## src/rtl/seg_byte_rx_pkg.sv

```systemverilog
// seg_byte_rx_pkg: shared state encoding, frame geometry and hex glyph table
package seg_byte_rx_pkg;

    localparam int FRAME_BITS = 14;
    localparam int SEG_BITS   = 7;

    typedef enum logic [1:0] {IDLE, SHIFT, DECODE, HOLD} state_t;

    // Active-low gfedcba patterns of the sixteen legal hex glyphs
    localparam logic [SEG_BITS-1:0] SEG_0 = 7'h40;
    localparam logic [SEG_BITS-1:0] SEG_1 = 7'h79;
    localparam logic [SEG_BITS-1:0] SEG_2 = 7'h24;
    localparam logic [SEG_BITS-1:0] SEG_3 = 7'h30;
    localparam logic [SEG_BITS-1:0] SEG_4 = 7'h19;
    localparam logic [SEG_BITS-1:0] SEG_5 = 7'h12;
    localparam logic [SEG_BITS-1:0] SEG_6 = 7'h02;
    localparam logic [SEG_BITS-1:0] SEG_7 = 7'h78;
    localparam logic [SEG_BITS-1:0] SEG_8 = 7'h00;
    localparam logic [SEG_BITS-1:0] SEG_9 = 7'h10;
    localparam logic [SEG_BITS-1:0] SEG_A = 7'h08;
    localparam logic [SEG_BITS-1:0] SEG_B = 7'h03;
    localparam logic [SEG_BITS-1:0] SEG_C = 7'h46;
    localparam logic [SEG_BITS-1:0] SEG_D = 7'h21;
    localparam logic [SEG_BITS-1:0] SEG_E = 7'h06;
    localparam logic [SEG_BITS-1:0] SEG_F = 7'h0E;

    // Table indexed by nibble value
    localparam logic [SEG_BITS-1:0] SEG_LUT [16] = '{
        SEG_0, SEG_1, SEG_2, SEG_3, SEG_4, SEG_5, SEG_6, SEG_7,
        SEG_8, SEG_9, SEG_A, SEG_B, SEG_C, SEG_D, SEG_E, SEG_F
    };

endpackage

```

## src/rtl/seg_byte_rx_seg_to_nibble.sv

```systemverilog
// seg_to_nibble: maps one 7-segment pattern to its hex value, flagging illegal glyphs
module seg_to_nibble
    import seg_byte_rx_pkg::*;
(
    input  logic [SEG_BITS-1:0] i_seg,
    output logic [3:0]          o_nib,
    output logic                o_inv
);

    // Table search; unmatched patterns yield value 0 with the invalid flag set
    always_comb begin
        o_nib = '0;
        o_inv = 1'b1;
        for (int i = 0; i < 16; i++)
            if (i_seg == SEG_LUT[i]) begin
                o_nib = 4'(i);
                o_inv = 1'b0;
            end
    end

endmodule

```

## src/rtl/seg_byte_rx.sv

```systemverilog
// seg_byte_rx: serial receiver of two 7-segment glyphs decoded to one byte with a valid/ready output
module seg_byte_rx #(
    parameter int FRAME_BITS = seg_byte_rx_pkg::FRAME_BITS
) (
    input  logic       clk,
    input  logic       reset,
    input  logic       sdata,
    input  logic       sen,
    output logic       in_ready,
    output logic [7:0] out_byte,
    output logic       out_valid,
    input  logic       out_ready,
    output logic       out_err,
    output logic       abort
);
    import seg_byte_rx_pkg::*;

    localparam logic [3:0] LAST_CNT = 4'(FRAME_BITS - 1);

    state_t                  r_state, w_next;
    logic [FRAME_BITS-1:0]   r_shift;
    logic [3:0]              r_cnt;
    logic [7:0]              r_byte;
    logic                    r_valid, r_err, r_abort;
    logic                    w_abort;
    logic [3:0]              w_hi_nib, w_lo_nib;
    logic                    w_hi_inv, w_lo_inv;

    seg_to_nibble u_hi (.i_seg(r_shift[FRAME_BITS-1 -: SEG_BITS]), .o_nib(w_hi_nib), .o_inv(w_hi_inv));
    seg_to_nibble u_lo (.i_seg(r_shift[SEG_BITS-1:0]),             .o_nib(w_lo_nib), .o_inv(w_lo_inv));

    // State register
    always_ff @(posedge clk or posedge reset) begin
        if (reset) r_state <= IDLE;
        else       r_state <= w_next;
    end

    // Next state, input readiness and abort detection
    always_comb begin
        w_next   = r_state;
        in_ready = 1'b0;
        w_abort  = 1'b0;
        case (r_state)
            IDLE: begin
                in_ready = 1'b1;
                if (sen) w_next = SHIFT;
            end
            SHIFT: begin
                in_ready = 1'b1;
                if (!sen) begin
                    w_next  = IDLE;
                    w_abort = 1'b1;
                end else if (r_cnt == LAST_CNT) w_next = DECODE;
            end
            DECODE: w_next = HOLD;
            HOLD:   if (r_valid && out_ready) w_next = IDLE;
            default: w_next = IDLE;
        endcase
    end

    // Shift register, bit count, registered result and abort pulse
    always_ff @(posedge clk or posedge reset) begin
        if (reset) begin
            r_shift <= '0;
            r_cnt   <= '0;
            r_byte  <= '0;
            r_valid <= 1'b0;
            r_err   <= 1'b0;
            r_abort <= 1'b0;
        end else begin
            r_abort <= w_abort;
            case (r_state)
                IDLE: if (sen) begin
                    r_shift <= {{(FRAME_BITS-1){1'b0}}, sdata};
                    r_cnt   <= 4'd1;
                end
                SHIFT: begin
                    r_shift <= sen ? {r_shift[FRAME_BITS-2:0], sdata} : '0;
                    r_cnt   <= sen ? r_cnt + 4'd1 : '0;
                end
                DECODE: begin
                    r_byte  <= {w_hi_nib, w_lo_nib};
                    r_err   <= w_hi_inv | w_lo_inv;
                    r_valid <= 1'b1;
                    r_cnt   <= '0;
                end
                HOLD: if (out_ready) r_valid <= 1'b0;
                default: ;
            endcase
        end
    end

    assign out_byte  = r_byte;
    assign out_valid = r_valid;
    assign out_err   = r_err;
    assign abort     = r_abort;

endmodule

```

## config.mk

```make
export PLATFORM = sky130hd
export DESIGN_NAME = seg_byte_rx
export DESIGN_NICKNAME = d
export VERILOG_FILES = /design/src/rtl/seg_byte_rx_pkg.sv /design/src/rtl/seg_byte_rx_seg_to_nibble.sv /design/src/rtl/seg_byte_rx.sv
export SDC_FILE = /design/constraint.sdc
export NUM_CORES = 1
export LEC_CHECK = 0
export ABC_AREA = 1
export CAP_MARGIN = 5
export CELL_PAD_IN_SITES_DETAIL_PLACEMENT = 1
export CELL_PAD_IN_SITES_GLOBAL_PLACEMENT = 1
export CORE_MARGIN = 4
export CORE_UTILIZATION = 41
export CTS_CLUSTER_DIAMETER = 50
export CTS_CLUSTER_SIZE = 12
export DETAILED_ROUTE_END_ITERATION = 10
export GPL_TIMING_DRIVEN = 0
export PLACE_DENSITY_LB_ADDON = 0.08
export SYNTH_ARGS = -nofsm -noshare
export SYNTH_HDL_FRONTEND = slang
export SYNTH_SLANG_ARGS = --single-unit
```

## constraint.sdc

```tcl
create_clock -name clk -period 2.4 [get_ports clk]
set_clock_uncertainty 0.2 [all_clocks]
set_input_delay 0.24 -clock clk [delete_from_list [all_inputs] [get_ports clk]]
set_output_delay 0.24 -clock clk [all_outputs]
set_load 0.03 [all_outputs]
```

==> impl_results.md <==
* Met2 usage at 0.303
* Clock H-tree levels at 2
* Power consumption at 2600 µW
* CP Data Required Time at ~2.4 ns
* YS warnings at 0
* Hold Vio Cnt, Final at 0
* Fraction of registers with async set/reset at 1.00
* Seq cells post-synth at 31
* First-pass GRT wire length at 8.04 mm
* RSZ-0062 raised after global routing: false
* Num rows at 24
* Maximum number of pins on one net before global-route repair at 32
* Max Cap Viol at 0
* Top delay family on crit path: compound AO/OA/AOI/OAI gates
* Crit-path cells: inv_1, ha_1, inv_1, o21ai_0, buf_2, o22ai_1
* Setup ws final at ~0.25 ns
* Synthesis-to-layout area growth at 19.9%
* Worst path bufs/invs at 3
* Max FO, Critical Path at 10
* Root Driver: clkbuf_8
* Layout Nets at 300
* Most used DFF post-synth: dfrtp_1
* Register area share after synthesis at 0.414
* Final setup fails at 0
* Post-DP Area at between 0.002 and 0.0025 mm²
* Final Non-Filler Cells at 342
* Setup tns final at 0 ns
* Met1 Usage GRT at 0.247
* CTS tree: done
* EDFF count, synth at 0
* Cells after DPL at 333
* Worst Hold Class: in -> async
* Num CTS Buffers at 5
* Synth Cell Area at ~0.0019 mm²
* Total congestion overflow at 0
* Post-DRT Antenna Nets at 0
* DRT iter0 DRCs at 71
* Most numerous cell on the critical path: inv_1
* Worst path max stage delay at 0.55 ns
* Std-Cell Core Area at 0.00438 mm²
* Layout cells sized above 1 at 0.107
* Die Area at about 0.0057 mm²
* PwrDens at 1160 mW/mm²
* Vias in the first global route at 1795
* Total routed wirelength at 4.61 mm
* CP Capture Type: register
* Met3 Resource Use GR at 0.0449
* # DRC at 0
* Syn_area_per_cell at 7.07 µm²
* Sink Count at 31
* Cell taking the most area after synthesis: dfrtp_1
* Initial Util at 0.428
* Number of antenna violations at the first check in global routing at 0
* Top post-synthesis cells by count: nand2_1, nor2_1, dfrtp_1
* Clk_lat worst skew at 0.29 ns
* Bufs on Longest Clock Path at 2
* Synth top area cells: dfrtp_1, nand2_1, nor2_1, inv_1, o22ai_1
* DR WL/cell at between 10 and 15 µm
* Worst-path clk slew at 0.07 ns
* Fmax at 466 MHz
* Via density at 5.12
* Worst slack at placement at 0.214 ns
* Tot GR Track Use at 0.186
* Via count at 1752
* Die extent in x at around 76 µm
* Placer congestion estimate at 0.821
* Most frequent cell after synthesis: nand2_1
* Die Height at between 70 and 80 µm
* I/O Pins at 17
* Arrival time worst endpoint at 2.10 ns
* Syn Inst Count at 265
* Rel. slew slack at 0.539
* Busiest grt layer: met2
* Final instance area at 0.00225 mm²
* Diode count at 0
* Max-slew violations at 0
* Worst Tran Pin Value at roughly 0.68 ns
* Leakage at between 0.001 and 0.0015 µW
* Syn_nets at 276
* Status: finished, final reports clean
* Share of the synthesized area in the top cell type at 0.414
* Initial DRT Pass Iterations at 4
* Final period util at 0.895
* CP Class: reg -> reg
* Peak VDD IR at 0.000579 V
* Worst setup SP type: register
* Yosys cell types at 25
* Slowest-stage cell, CP: o21ai_0
* Buffers on Ports at 16
* DP HPWL at ~3.6 mm
* Tmin final at 2.15 ns
-- state kept, by name, indices dropped and copies added (netlist names), named ones only --
register,cells
r_cnt,4
out_valid,1
r_shift,14
out_byte,8
r_state,1
out_err,1
abort,1
-- layout by cell type (no fill, tap or decap) --
master,n
a21oi_1,6
buf_16,1
buf_2,2
bufinv_16,1
clkbuf_1,1
clkbuf_8,6
clkdlybuf4s50_1,15
clkinv_2,1
dfrtp_1,31
dlymetal6s2s_1,1
ha_1,6
inv_1,28
inv_2,9
nand2_1,61
nand2_2,1
nand3_1,18
nand3_2,2
nand4_1,7
nor2_1,53
nor2_2,7
nor3_1,3
o211ai_1,1
o21a_1,1
o21ai_0,7
o221ai_1,1
o22ai_1,15
o2bb2ai_1,1
o41ai_1,1
or2_2,1
xnor2_1,1
xor2_1,1
-- worst paths after layout --
kind | start | endpoint | slack (ns) | cells past startpoint
worst max register to register | register | r_shift[3]$_DFFE_PP0P_ | 0.25 | 6
worst max-delay path | register | r_shift[3]$_DFFE_PP0P_ | 0.25 | 6
worst min-delay path | reset | r_cnt[2]$_DFFE_PP0P_ | 0.02 | 2
worst min register to register | out_byte[6]$_DFFE_PP0P_ | out_byte[6]$_DFFE_PP0P_ | 0.28 | 2
min in group clk | out_byte[6]$_DFFE_PP0P_ | out_byte[6]$_DFFE_PP0P_ | 0.28 | 2
max in group asynchronous | reset | r_shift[1]$_DFFE_PP0P_ | 1.54 | 3
-- metrics by stage --
step,hold slack [ns],util
final,0.0199,0.513
after global routing,0.0400,0.513
after CTS,0.285,0.506
after detailed placement,0.266,0.479
after global placement,0.266,0.479
after floorplan,0.106,-
-- logic make-up (layout without fill, tap and decap cells) --
kind of cell	Yosys count	count (layout)	synth area share
compound gates	33	33	0.107
buf+inv	40	65	0.0814
simple gates	153	153	0.348
fa+ha+maj	6	6	0.0401
flops	31	31	0.414
xor+xnor	2	2	0.00935
-- power by group --
group          internal (µW)  total (µW)  switching, µW
logic                    459        1260            804
registers                680         798            118
clock network            336         538            202
-- cell type report --
class	instances	area [µm²]
well taps	52	65.1
plain buffers	3	13.8
repair buffers	17	190
multi-input cells	194	946
inverters	37	139
fillers	581	2140
clock buffers	6	82.6
clock inverters	2	35.0
flip-flops and latches	31	776
-- layer usage --
layer  wire (µm)  part of all wire  vias up
li1            -                 -      904
met1        2260              0.49      823
met2        2170              0.47       19
met3         131             0.028        6
met4          49             0.011        0
met5           0                 0        -
-- repair_timing --
| action | in CTS | in global routing |
|---|---|---|
| hold endpoints to repair | 0 | 0 |
| buffers inserted | 0 | 0 |
| endpoints found under the setup margin | 0 | 1 |
| gates resized for setup | 0 | 1 |
| hold buffers | 0 | 0 |
(Power assumes the default switching activity.)
